### config.mk
export PLATFORM = sky130hd
export DESIGN_NAME = aludec_pipe
export DESIGN_NICKNAME = d
export VERILOG_FILES = /design/src/rtl/aludec_pkg.sv /design/src/rtl/aludec_comb.sv /design/src/rtl/aludec_pipe.sv
export SDC_FILE = /design/constraint.sdc
export NUM_CORES = 1
export LEC_CHECK = 0
export CAP_MARGIN = 20
export CORE_ASPECT_RATIO = 0.6
export CORE_MARGIN = 2
export CORE_UTILIZATION = 50
export CTS_CLUSTER_SIZE = 40
export DETAILED_ROUTE_END_ITERATION = 16
export PLACE_DENSITY_LB_ADDON = 0.12
export SKIP_LAST_GASP = 1
export SLEW_MARGIN = 15
export SYNTH_ARGS = -nofsm -noshare
export SYNTH_HDL_FRONTEND = slang
export SYNTH_SLANG_ARGS = --single-unit
export TNS_END_PERCENT = 30
### constraint.sdc
create_clock -name clk -period 2.54 [get_ports clk]
set_input_delay 0.635 -clock clk [delete_from_list [all_inputs] [get_ports clk]]
set_output_delay 0.635 -clock clk [all_outputs]
set_load 0.005 [all_outputs]
### src/rtl/aludec_pkg.sv
// Shared encodings for the pipelined ALU decoder: ALU control words, aluop
// classes, R-type funct codes and FSM state constants.
package aludec_pkg;

    typedef enum logic [3:0] {
        ALU_AND  = 4'b0000,
        ALU_OR   = 4'b0001,
        ALU_ADD  = 4'b0010,
        ALU_XOR  = 4'b0011,
        ALU_NOR  = 4'b0100,
        ALU_SUB  = 4'b0110,
        ALU_SLT  = 4'b0111,
        ALU_SLL  = 4'b1000,
        ALU_SRL  = 4'b1001,
        ALU_SRA  = 4'b1010,
        ALU_SLTU = 4'b1011,
        ALU_MUL  = 4'b1100,
        ALU_DIV  = 4'b1101
    } alu_ctrl_t;

    typedef logic [2:0] aluop_t;
    localparam aluop_t ALUOP_ADD     = 3'b000;
    localparam aluop_t ALUOP_SUB     = 3'b001;
    localparam aluop_t ALUOP_RTYPE   = 3'b010;
    localparam aluop_t ALUOP_AND     = 3'b011;
    localparam aluop_t ALUOP_OR      = 3'b100;
    localparam aluop_t ALUOP_SLT     = 3'b101;
    localparam aluop_t ALUOP_XOR     = 3'b110;
    localparam aluop_t ALUOP_ILLEGAL = 3'b111;

    localparam logic [5:0] FUNCT_ADD  = 6'b100000;
    localparam logic [5:0] FUNCT_SUB  = 6'b100010;
    localparam logic [5:0] FUNCT_AND  = 6'b100100;
    localparam logic [5:0] FUNCT_OR   = 6'b100101;
    localparam logic [5:0] FUNCT_XOR  = 6'b100110;
    localparam logic [5:0] FUNCT_NOR  = 6'b100111;
    localparam logic [5:0] FUNCT_SLT  = 6'b101010;
    localparam logic [5:0] FUNCT_SLTU = 6'b101011;
    localparam logic [5:0] FUNCT_SLL  = 6'b000000;
    localparam logic [5:0] FUNCT_SRL  = 6'b000010;
    localparam logic [5:0] FUNCT_SRA  = 6'b000011;
    localparam logic [5:0] FUNCT_MUL  = 6'b011000;
    localparam logic [5:0] FUNCT_DIV  = 6'b011010;

    typedef logic [0:0] state_t;
    localparam state_t S_RUN    = 1'b0;
    localparam state_t S_MDWAIT = 1'b1;

endpackage

### src/rtl/aludec_comb.sv
// Combinational aluop/funct decoder. Illegal encodings fall back to ADD with
// all side flags cleared except illegal.
module aludec_comb
    import aludec_pkg::*;
(
    input  logic [5:0] funct,
    input  logic [2:0] aluop,
    output alu_ctrl_t  alucontrol,
    output logic       use_shamt,
    output logic       multicycle,
    output logic       illegal
);

    // Decode the ALU class first, then the funct field for R-type
    always_comb begin
        alucontrol = ALU_ADD;
        use_shamt  = 1'b0;
        multicycle = 1'b0;
        illegal    = 1'b0;
        unique case (aluop)
            ALUOP_ADD: alucontrol = ALU_ADD;
            ALUOP_SUB: alucontrol = ALU_SUB;
            ALUOP_AND: alucontrol = ALU_AND;
            ALUOP_OR:  alucontrol = ALU_OR;
            ALUOP_SLT: alucontrol = ALU_SLT;
            ALUOP_XOR: alucontrol = ALU_XOR;
            ALUOP_ILLEGAL: illegal = 1'b1;
            ALUOP_RTYPE: begin
                case (funct)
                    FUNCT_ADD:  alucontrol = ALU_ADD;
                    FUNCT_SUB:  alucontrol = ALU_SUB;
                    FUNCT_AND:  alucontrol = ALU_AND;
                    FUNCT_OR:   alucontrol = ALU_OR;
                    FUNCT_XOR:  alucontrol = ALU_XOR;
                    FUNCT_NOR:  alucontrol = ALU_NOR;
                    FUNCT_SLT:  alucontrol = ALU_SLT;
                    FUNCT_SLTU: alucontrol = ALU_SLTU;
                    FUNCT_SLL: begin
                        alucontrol = ALU_SLL;
                        use_shamt  = 1'b1;
                    end
                    FUNCT_SRL: begin
                        alucontrol = ALU_SRL;
                        use_shamt  = 1'b1;
                    end
                    FUNCT_SRA: begin
                        alucontrol = ALU_SRA;
                        use_shamt  = 1'b1;
                    end
                    FUNCT_MUL: begin
                        alucontrol = ALU_MUL;
                        multicycle = 1'b1;
                    end
                    FUNCT_DIV: begin
                        alucontrol = ALU_DIV;
                        multicycle = 1'b1;
                    end
                    default: illegal = 1'b1;
                endcase
            end
            default: illegal = 1'b1;
        endcase
    end

endmodule

### src/rtl/aludec_pipe.sv
// Registered, valid/ready ALU decoder between ID and EX. Holds the decoded
// control word, counts accepted illegal ops and blocks issue after mult/div.
module aludec_pipe
    import aludec_pkg::*;
#(
    parameter int unsigned n             = 32,
    parameter int unsigned CTRL_W        = 4,
    parameter int unsigned MULDIV_CYCLES = 4,
    parameter int unsigned ERR_W         = 8
) (
    input  logic              clk,
    input  logic              reset,
    input  logic              in_valid,
    output logic              in_ready,
    input  logic [5:0]        funct,
    input  logic [2:0]        aluop,
    output logic              out_valid,
    input  logic              out_ready,
    output logic [CTRL_W-1:0] alucontrol,
    output logic              use_shamt,
    output logic              multicycle,
    output logic              illegal,
    output logic [ERR_W-1:0]  err_count
);

    localparam int unsigned CNT_W = (MULDIV_CYCLES > 1) ? $clog2(MULDIV_CYCLES) : 1;

    if (n < 1) begin : g_bad_n
        $error("n must be >= 1");
    end
    if (CTRL_W < 4) begin : g_bad_ctrl_w
        $error("CTRL_W must be >= 4");
    end
    if (MULDIV_CYCLES < 1) begin : g_bad_muldiv
        $error("MULDIV_CYCLES must be >= 1");
    end

    alu_ctrl_t dec_ctrl;
    logic      dec_shamt, dec_mc, dec_ill;

    aludec_comb u_comb (
        .funct      (funct),
        .aluop      (aluop),
        .alucontrol (dec_ctrl),
        .use_shamt  (dec_shamt),
        .multicycle (dec_mc),
        .illegal    (dec_ill)
    );

    logic              out_valid_q, out_valid_d;
    logic [CTRL_W-1:0] ctrl_q, ctrl_d;
    logic              shamt_q, shamt_d;
    logic              mc_q, mc_d;
    logic              ill_q, ill_d;
    logic [ERR_W-1:0]  err_q, err_d;
    state_t            state_q, state_d;
    logic [CNT_W-1:0]  cnt_q, cnt_d;
    logic              xfer;

    // Ready never looks at in_valid, so no combinational loop with upstream
    assign in_ready = reset && (state_q == S_RUN) && (!out_valid_q || out_ready);
    assign xfer     = in_valid && in_ready;

    // Output register, error counter and mult/div stall FSM next-state
    always_comb begin
        out_valid_d = out_valid_q;
        ctrl_d      = ctrl_q;
        shamt_d     = shamt_q;
        mc_d        = mc_q;
        ill_d       = ill_q;
        err_d       = err_q;
        state_d     = state_q;
        cnt_d       = cnt_q;

        if (xfer) begin
            out_valid_d = 1'b1;
            ctrl_d      = CTRL_W'(dec_ctrl);
            shamt_d     = dec_shamt;
            mc_d        = dec_mc;
            ill_d       = dec_ill;
            if (dec_ill && (err_q != {ERR_W{1'b1}})) begin
                err_d = err_q + ERR_W'(1);
            end
        end else if (out_valid_q && out_ready) begin
            out_valid_d = 1'b0;
        end

        case (state_q)
            S_RUN: begin
                if (xfer && dec_mc) begin
                    state_d = S_MDWAIT;
                    cnt_d   = CNT_W'(MULDIV_CYCLES - 1);
                end
            end
            default: begin
                if (cnt_q != '0) begin
                    cnt_d = cnt_q - CNT_W'(1);
                end else begin
                    state_d = S_RUN;
                end
            end
        endcase
    end

    // State update with synchronous active-low reset
    always_ff @(posedge clk) begin
        if (!reset) begin
            out_valid_q <= 1'b0;
            ctrl_q      <= '0;
            shamt_q     <= 1'b0;
            mc_q        <= 1'b0;
            ill_q       <= 1'b0;
            err_q       <= '0;
            state_q     <= S_RUN;
            cnt_q       <= '0;
        end else begin
            out_valid_q <= out_valid_d;
            ctrl_q      <= ctrl_d;
            shamt_q     <= shamt_d;
            mc_q        <= mc_d;
            ill_q       <= ill_d;
            err_q       <= err_d;
            state_q     <= state_d;
            cnt_q       <= cnt_d;
        end
    end

    assign out_valid  = out_valid_q;
    assign alucontrol = ctrl_q;
    assign use_shamt  = shamt_q;
    assign multicycle = mc_q;
    assign illegal    = ill_q;
    assign err_count  = err_q;

endmodule

After elaboration in Yosys (flattened, before gate mapping)
Cells that the tools add are included.
{ "totals": {"input_bits": 13, "register_bits": 19, "output_inout_bits": 17} }
{ "classes": {"n_eq_ne": 21, "reduce_logical": 17, "addsub": 2, "bitwise_logic": 1, "n_mux": 16} }
{ "op_table": {"columns": ["operator", "count"], "rows": [
  ["== test 6 bit, second input constant", 8],
  ["case mux 4 bit (12 select lines)", 1],
  ["case mux 4 bit (6 select lines)", 1],
  ["OR reduction 13 bit", 1],
  ["== test 3 bit, second input constant", 4],
  ["== test 6 x 2 -> 1 bit, second input constant", 2],
  ["== test 6 x 5 -> 1 bit, second input constant", 2],
  ["2-to-1 mux 1 bit", 10],
  ["adder 8 x 1 -> 8 bit, second input constant", 1],
  ["inequality test 8 bit, second input constant", 1],
  ["== test 3 x 2 -> 1 bit, second input constant", 2],
  ["logical AND 1 bit", 6],
  ["logical NOT 6 bit", 1],
  ["2-to-1 mux 2 bit", 3],
  ["nonzero test 2 bit", 3],
  ["AND reduction 2 bit", 2],
  ["== test 3 x 1 -> 1 bit, second input constant", 1],
  ["OR reduction 3 bit", 1],
  ["inequality test 2 x 1 -> 1 bit, second input constant", 1],
  ["case mux 1 bit (2 select lines)", 1],
  ["OR reduction 2 bit", 1],
  ["subtractor 2 x 1 -> 2 bit, second input constant", 1],
  ["logical NOT 1 bit", 1],
  ["logical OR 1 bit", 1],
  ["inverter 1 bit", 1]
]} }

Depth between registers and ports, before layout
Gate-level depths: netlist of the first run.
{ "logic_depth": {"depth_word": 7, "depth_mapped": 6, "ltp_nobuf": 6} }

By module
Synthesis of the first run repeated with hierarchy kept, for this count alone.
{ "unflattened": {"cells_unflattened": 140, "hier_area_um2": 1167.4} }
{ "modules_own_cells": {"columns": ["mod", "n_inst", "cells_per_inst", "area_each_um2", "seq_area_each_um2"], "rows": [
  ["aludec_pipe", 1, 86, 822.0, 380.4],
  ["aludec_comb", 1, 54, 345.3, 0.0]
]} }

Worst setup path before layout of the first run
No wires, ideal clock.
{ "synth_path": {"path_kind": "input to register", "start": "input funct[5]", "end": "register err_q[0], in the netlist err_count[0]", "path_slack_ps": 650, "setup_time_ps": 72, "n_path_buf": 1, "arrival_time_ps": 1819, "required_ps": 2468, "cell_stages": 6, "path_cell_list": "buf_6 > nand4bb_1 > a21boi_4 > o221a_4 > o21ai_2 > mux2i_1"} }
{ "synth_between": {"elab_chain_cells": 6, "elab_cells_between_ends": 18} }
{ "synth_rtl": {"columns": ["item", "line_no", "text"], "rows": [
  ["start: declaration", "aludec_pipe.sv:15", "input logic [5:0] funct,"],
  ["== test 6 bit, or another cell as far along", "aludec_comb.sv:29", "case (funct)"],
  ["OR reduction 13 bit (no line) (*)", null, null],
  ["2-to-1 mux 1 bit (*)", "aludec_comb.sv:29", null],
  ["case mux 1 bit (2 select lines) (*)", "aludec_comb.sv:20", "unique case (aluop)"],
  ["logical AND 1 bit (*)", "aludec_pipe.sv:81", "if (dec_ill && (err_q != {ERR_W{1'b1}})) begin"],
  ["AND reduction 2 bit (no line) (*)", null, null],
  ["end signal: assignment", "aludec_pipe.sv:122", "err_q <= err_d;"],
  ["end: declaration", "aludec_pipe.sv:55", "logic [ERR_W-1:0] err_q, err_d;"]
]} }
Every way passes the cells marked *; elsewhere a longest branch is shown, timed or not.
A chain may end at the register's enable or synchronous reset.

Worst setup path after layout of the first run
{ "layout_path": {"start": "input funct[3]", "end": "register err_q[6], in the netlist err_count[6]"} }
The elaborated chain is that of the path after synthesis.

==> results of run 1 <==
[layer usage]
metal / GRT usage (%) / vias to the layer above / part of all wire, %
met3: 7.258 / 2 / 8.2
li1: - / 637 / -
met2: 35.38 / 48 / 41
met5: 0 / - / 0
met4: 4.800 / 0 / 0.44
met1: 34.31 / 565 / 50
[kinds of logic after synthesis]
kind of cell / Yosys count
compound gates: 42
xor+xnor: 1
fa+ha+maj: 2
mux: 6
buf+inv: 19
flops: 19
simple gates: 62
[worst max-delay path: cells and delay by family]
kind	cells	cell delay [ns]
and+or+nand+nor	2	0.69
buffers and inverters	1	0.52
AOI/OAI and AO/OA	2	0.47
muxes	1	0.24
[placed cells by master, fill, tap and decap left out, types with 2 or more instances in the layout]
| master | count |
|---|---|
| clkdlybuf4s50_1 | 28 |
| and2_1 | 2 |
| ha_1 | 2 |
| nor2b_1 | 3 |
| nor2_1 | 11 |
| buf_4 | 14 |
| inv_1 | 11 |
| o21ai_0 | 3 |
| nor3_1 | 2 |
| clkbuf_8 | 3 |
| nor4_1 | 3 |
| nand2b_1 | 3 |
| o211ai_1 | 2 |
| a31oi_1 | 3 |
| a21boi_0 | 2 |
| nand3_1 | 7 |
| nand4_1 | 3 |
| mux2i_1 | 6 |
| a2111o_1 | 2 |
| dfxtp_1 | 19 |
| nand2_1 | 17 |
| a21oi_1 | 11 |
| and3_1 | 2 |
| o41ai_1 | 2 |
[sequential cells by signal, indices dropped and copies added, names as in the netlist]
name and cells:
err_count 8, alucontrol 4, use_shamt 1, out_valid 1
multicycle 1, cnt_q 2, state_q 1, illegal 1
[through the flow]
step | utilization [%] | total power [mW] | std cells | setup slack [ns] | hold WS, ns
6_report | 74.54 | 0.6687 | 220 | 0.1959 | 0.4584
5_1_grt | 74.54 | 0.6978 | 220 | 0.05453 | 0.4961
4_1_cts | 74.10 | 0.6723 | 219 | 0.03370 | 0.4628
3_5_place_dp | 71.61 | 0.4484 | 214 | 0.004660 | 0.4475
3_3_place_gp | 71.61 | 0.4458 | 214 | -0.01854 | 0.4393
2_1_floorplan | - | 0.3873 | 151 | 0.6496 | 0.4319
[layout make-up]
type / count / area, um^2
clock buffer: 3 / 41.29
clock inverter: 1 / 7.507
fill: 166 / 575.6
inverter: 11 / 41.29
multi-input combinational: 113 / 779.5
sequential: 19 / 380.4
tap: 30 / 37.54
timing repair buffer: 43 / 397.9
[final timing paths]
check / slack [ns] / endpoint
worst min-delay path: 0.46 / use_shamt$_SDFFE_PN0P_
worst min register to register: 0.46 / use_shamt$_SDFFE_PN0P_
worst max register to register: 0.82 / err_count[6]$_SDFFE_PN0P_
worst max-delay path: 0.20 / err_count[6]$_SDFFE_PN0P_
[repair_timing]
item	4_1_cts	5_1_grt
endpoints found under the setup margin	1	1
pin swaps	0	0
setup buffers	1	1
resized for setup	0	1
[power groups by stage]
stage	Combinational (mW)	Clock (mW)	Sequential [mW]
floorplan	0.0725	0	0.315
global placement	0.131	0	0.314
detailed placement	0.134	0	0.315
CTS	0.136	0.229	0.308
global route	0.150	0.239	0.309
finish	0.138	0.223	0.308
==> metrics.yaml, run 1 <==
worstPathMaxFanout: 7
crit_type: "in2reg"
route.detailed.wl_per_inst_um: 14.51
routed_wl_um: 3193
synth_top_cell_by_area: "dfxtp_1"
cp-start-kind: "primary input"
firstDrtPassIters: 4
die_area_um2: 2915
synth_commonest_cells: "dfxtp_1, nand2_1, a21oi_1, inv_1, nor2_1"
synth_top_family_by_area: "compound AO/OA/AOI/OAI gates"
fin_worst_skew_ns: 0.006745
drt-initial-drc-count: 102
insertion_delay_ns: 0.26
synthFlopType: "dfxtp_1"
switching_share_pct: 27.98
core_area_um2: 2261
cts_buffers: 3
synth-edff-count: 0
cts.sinks: 19
synth.most_common_cell: "dfxtp_1"
antenna_left: 0
fin_nets: 206
p_int_uw: 481.6
grt_max_degree: 14
design_area_um2: 1685
synthArstFlopShare_pct: 0
yosysUniqueCellTypes: 53
max_stage_delay_ns: 0.52
grt_pass1_wl_um: 5292
vias_per_cell: 5.691
postSynthNetCount: 166
rsz0062_at_grt: "false"
cts_tree: "built"
portBuffers: 29
hpwl_um: 2462
p_switching_uw: 187.1
netlist_area_um2: 1244
cts_hold_buf: 0
final_max_slew_viol_count: 0
crit_start: "funct[3]"
n_antenna_cell: 0
die_y_um: 42.63
status: "finished, final reports clean"
critPathArrivalTime_ns: 2.54
worst_slew_pin_slew_ns: 0.4694
initial_utilization_pct: 55.01
synth_area_leaders: "dfxtp_1, nand2_1, mux2i_1"
timing.critical_path.slowest_stage_cell: "clkdlybuf4s50_1"
worstPathRequired_ns: 2.74
fin_crit_ns: 2.344
max_slew_margin_pct: 68.42
grt_overflow: 0
clk_pin_slew_worst_paths_ns: 0.08
ys_ff_latch: 19
reg2reg_depth: 6
htreeDepth: 1
gr-usage-all-layers_pct: 24.03
reg2reg_from: "state_q$_SDFF_PN0_"
synth-adder-area-share_pct: 2.012
p_seq_share_pct: 46.0
p_leak_nw: 0.6454
synth_compound_area_share_pct: 28.67
placed_cell_area_um2: 1619
tns_ns: 0
areaGrowthSynthToFinish_pct: 35.51
final-hold-violation-count: 0
worst_setup_path_end_kind: "flip-flop"
yosys.area.top_type_share_pct: 30.58
globalplace.congestion: 0.8662
cts_root_buf: "clkbuf_8"
boundaryPins: 30
synth-simple-area-share_pct: 26.46
clockBufferDepth: 2
powerDensity_nw_per_um2: 396.8
vdd_ir_drop_max_v: 0.0003513
grt_pass1_vias: 1155
synthMuxAreaShare_pct: 4.829
ys_warn_count: 0
fp.dieW_um: 68.39
min-delay-path-class: "reg2reg"
crit_chain: "clkdlybuf4s50_1 -> nand2b_1 -> a31oi_2 -> o31ai_2 -> nor4_1 -> mux2i_1"
hold_path_depth: 2
layout-drive-gt1-share_pct: 15.79
finalCritPeriodShare_pct: 92.29
syn_avg_cell_area_um2: 8.236
vias: 1252
hold_start: "use_shamt$_SDFFE_PN0P_"
setup_viol_count_final: 0
synthXorXnorAreaFrac_pct: 0.7042
synth_cells: 151
rows: 13
yosysSeqAreaShare_pct: 30.58
fmax_mhz: 426.6
drc_errors: 0
antenna_found_initial: 0
maxCapViolCount: 0
combinationalPowerShare_pct: 20.6
p_clk_share_pct: 33.4
Note: power is estimated with default switching activity, not from simulation.
==> run 2: changes to the inputs <==
--- a/config.mk
+++ b/config.mk
@@ -12,6 +12,7 @@
 export CTS_CLUSTER_SIZE = 40
 export DETAILED_ROUTE_END_ITERATION = 16
 export PLACE_DENSITY_LB_ADDON = 0.12
+export RECOVER_POWER = 25
 export SKIP_LAST_GASP = 1
 export SLEW_MARGIN = 15
 export SYNTH_ARGS = -nofsm -noshare
==> constraint.sdc (replaced) <==
create_clock -name clk -period 2.54 [get_ports clk]
set_input_delay 0.635 -clock clk [delete_from_list [all_inputs] [get_ports clk]]
set_output_delay 0.635 -clock clk [all_outputs]
set_load 0.1 [all_outputs]
==> run 2 against run 1 <==
Net effect: fmax increased by 1.4%; sequential cell count unchanged; sequential power about the same; power increased by 6.7%; critical path type unchanged; die area unchanged; highest routed layer unchanged; sequential share of layout area increased by 1.0 points; clock power decreased by 3%; hold slack about the same; largest cell class unchanged; combinational power increased by 37%.
==> metrics.yaml, run 2 (same netlist as run 1, synthesis figures left out) <==
fin_crit_ns: 2.313  # -0.03135 ns
tns_ns: 0  # unchanged
grt_overflow: 0  # unchanged
hold_path_depth: 2  # unchanged
insertion_delay_ns: 0.26  # about the same
powerDensity_nw_per_um2: 442.9  # +12%
die_y_um: 42.63  # unchanged
reg2reg_from: "state_q$_SDFF_PN0_"
areaGrowthSynthToFinish_pct: 29.58
fin_nets: 205  # -0.49%
die_area_um2: 2915  # unchanged
cp-start-kind: "primary input"
final_common_cell: "buf_4"
status: "finished, final reports clean"
rows: 13  # unchanged
cts_resized: 0  # unchanged
boundaryPins: 30  # unchanged
vias: 1345  # +7.4%
vias_per_cell: 6.142  # +7.9%
final-hold-violation-count: 0  # unchanged
htreeDepth: 1  # unchanged
final_max_slew_viol_count: 0  # unchanged
max_slew_margin_pct: 21.64  # -47 points
layout-drive-gt1-share_pct: 19.58  # +3.8 points
hold_path_end: "use_shamt$_SDFFE_PN0P_"
p_leak_nw: 0.6302  # -2.4%
drc_errors: 0  # unchanged
worst_slew_pin_slew_ns: 1.180  # +0.7110 ns
n_fill_cell: 184  # +11%
hpwl_um: 2812  # +14%
seqCellArea_um2: 380.4  # unchanged
n_antenna_cell: 0  # unchanged
initial_utilization_pct: 55.01  # unchanged
route.detailed.wl_per_inst_um: 16.42  # +13%
worstPathRequired_ns: 2.73  # about the same
fp.dieW_um: 68.39  # unchanged
crit_type: "in2reg"
vdd_ir_drop_max_v: 0.0003358  # -4.4%
dp.cells: 215  # +0.47%
cts.sinks: 19  # unchanged
reg2reg_depth: 5  # -1
grt_pass1_vias: 1196  # +3.5%
cts_tree: "built"
stdcell_count: 219  # -0.45%
cts_root_buf: "clkbuf_8"
grt_max_degree: 14  # unchanged
gr-usage-all-layers_pct: 26.19  # +2.2 points
critPathArrivalTime_ns: 2.51  # -0.03 ns
globalplace.congestion: 0.9467  # +9.3%
routed_wl_um: 3595  # +13%
cts_hold_buf: 0  # unchanged
clockBufferDepth: 2  # unchanged
final_cell_mix: "buf_4, dfxtp_1, nand2_1"
cts_buffers: 3  # unchanged
fmax_mhz: 432.4  # +1.4%
multi_input_area_um2: 779.5  # unchanged
rr_endpoint: "err_count[7]$_SDFFE_PN0P_"
antenna_found_initial: 0  # unchanged
largest_reg_flops: 8  # unchanged
portBuffers: 29  # unchanged
rsz0062_at_grt: "false"
hold_start: "use_shamt$_SDFFE_PN0P_"
firstDrtPassIters: 4  # unchanged
antenna_left: 0  # unchanged
finalCritPeriodShare_pct: 91.05  # -1.2 points
grt_pass1_wl_um: 5706  # +7.8%
r2r_slack_ns: 0.79  # -0.03 ns
fin_worst_skew_ns: 0.001962  # -0.004783 ns
drt-initial-drc-count: 136  # +33%
min-delay-path-class: "reg2reg"
clk_pin_slew_worst_paths_ns: 0.07  # about the same
core_area_um2: 2261  # unchanged
setup_viol_count_final: 0  # unchanged
worst_setup_path_end_kind: "flip-flop"
worstPathMaxFanout: 7  # unchanged
maxCapViolCount: 0  # unchanged
postCtsSetupBuffers: 0  # -1
-- run 2: layer usage --
| metal | GRT usage (%) | routed length [um] | up-vias | share of wire [%] |
|---|---|---|---|---|
| li1 | - | - | 628 | - |
| met1 | 37.09 | 1580 | 629 | 44 |
| met2 | 39.23 | 1604 | 80 | 45 |
| met3 | 7.796 | 374 | 8 | 10 |
| met4 | 4.800 | 36 | 0 | 1.0 |
| met5 | 0 | 0 | - | 0 |
-- run 2: final cells by class --
cell class	instances	area share, %
sequential	19	23.60
multi-input combinational	113	48.37
clock inverter	1	0.4658
inverter	11	2.562
clock buffer	3	2.562
timing repair buffer	42	20.11
tap	30	2.329
-- run 2: stage by stage --
step                      hold WS [ns]  power (mW)  utilization (%)  setup slack, ns  instance area, um^2
after detailed placement        0.4515      0.5044            70.61          0.01355                 1597
final                           0.4584      0.7138            71.28           0.2273                 1612
after global routing            0.4667      0.7402            71.28          0.08213                 1612
after CTS                       0.4617      0.7189            72.77           0.2350                 1645
after global placement          0.4389      0.4983            70.61           0.1669                 1597
after floorplan                 0.4319      0.4374                -           0.2126                 1244
-- run 2: power by group --
part | leakage [nW] | total, mW | switching (mW) | internal [mW]
clock | 0.0217 | 0.217 | 0.106 | 0.111
sequential | 0.154 | 0.308 | 0.00402 | 0.304
combinational | 0.455 | 0.189 | 0.126 | 0.0631
total | 0.630 | 0.714 | 0.236 | 0.478
-- run 2: worst max-delay path by stage --
stage / from / endpoint / slack (ns) / cells past startpoint
finish: funct[3] / err_count[6]$_SDFFE_PN0P_ / 0.23 / 6
global route: funct[3] / err_count[6]$_SDFFE_PN0P_ / 0.08 / 6
CTS: reset / in_ready / 0.24 / 4
detailed placement: funct[0] / err_count[6]$_SDFFE_PN0P_ / 0.01 / 6
global placement: funct[3] / err_count[6]$_SDFFE_PN0P_ / 0.17 / 6
floorplan: out_valid$_SDFFE_PN0P_ / in_ready / 0.21 / 2
-- run 2: worst max-delay path: stages --
cell and delay (ns):
clkdlybuf4s50_1 0.52, nand2b_1 0.22, a31oi_2 0.32, o31ai_2 0.17, nor4_1 0.41, mux2i_1 0.23
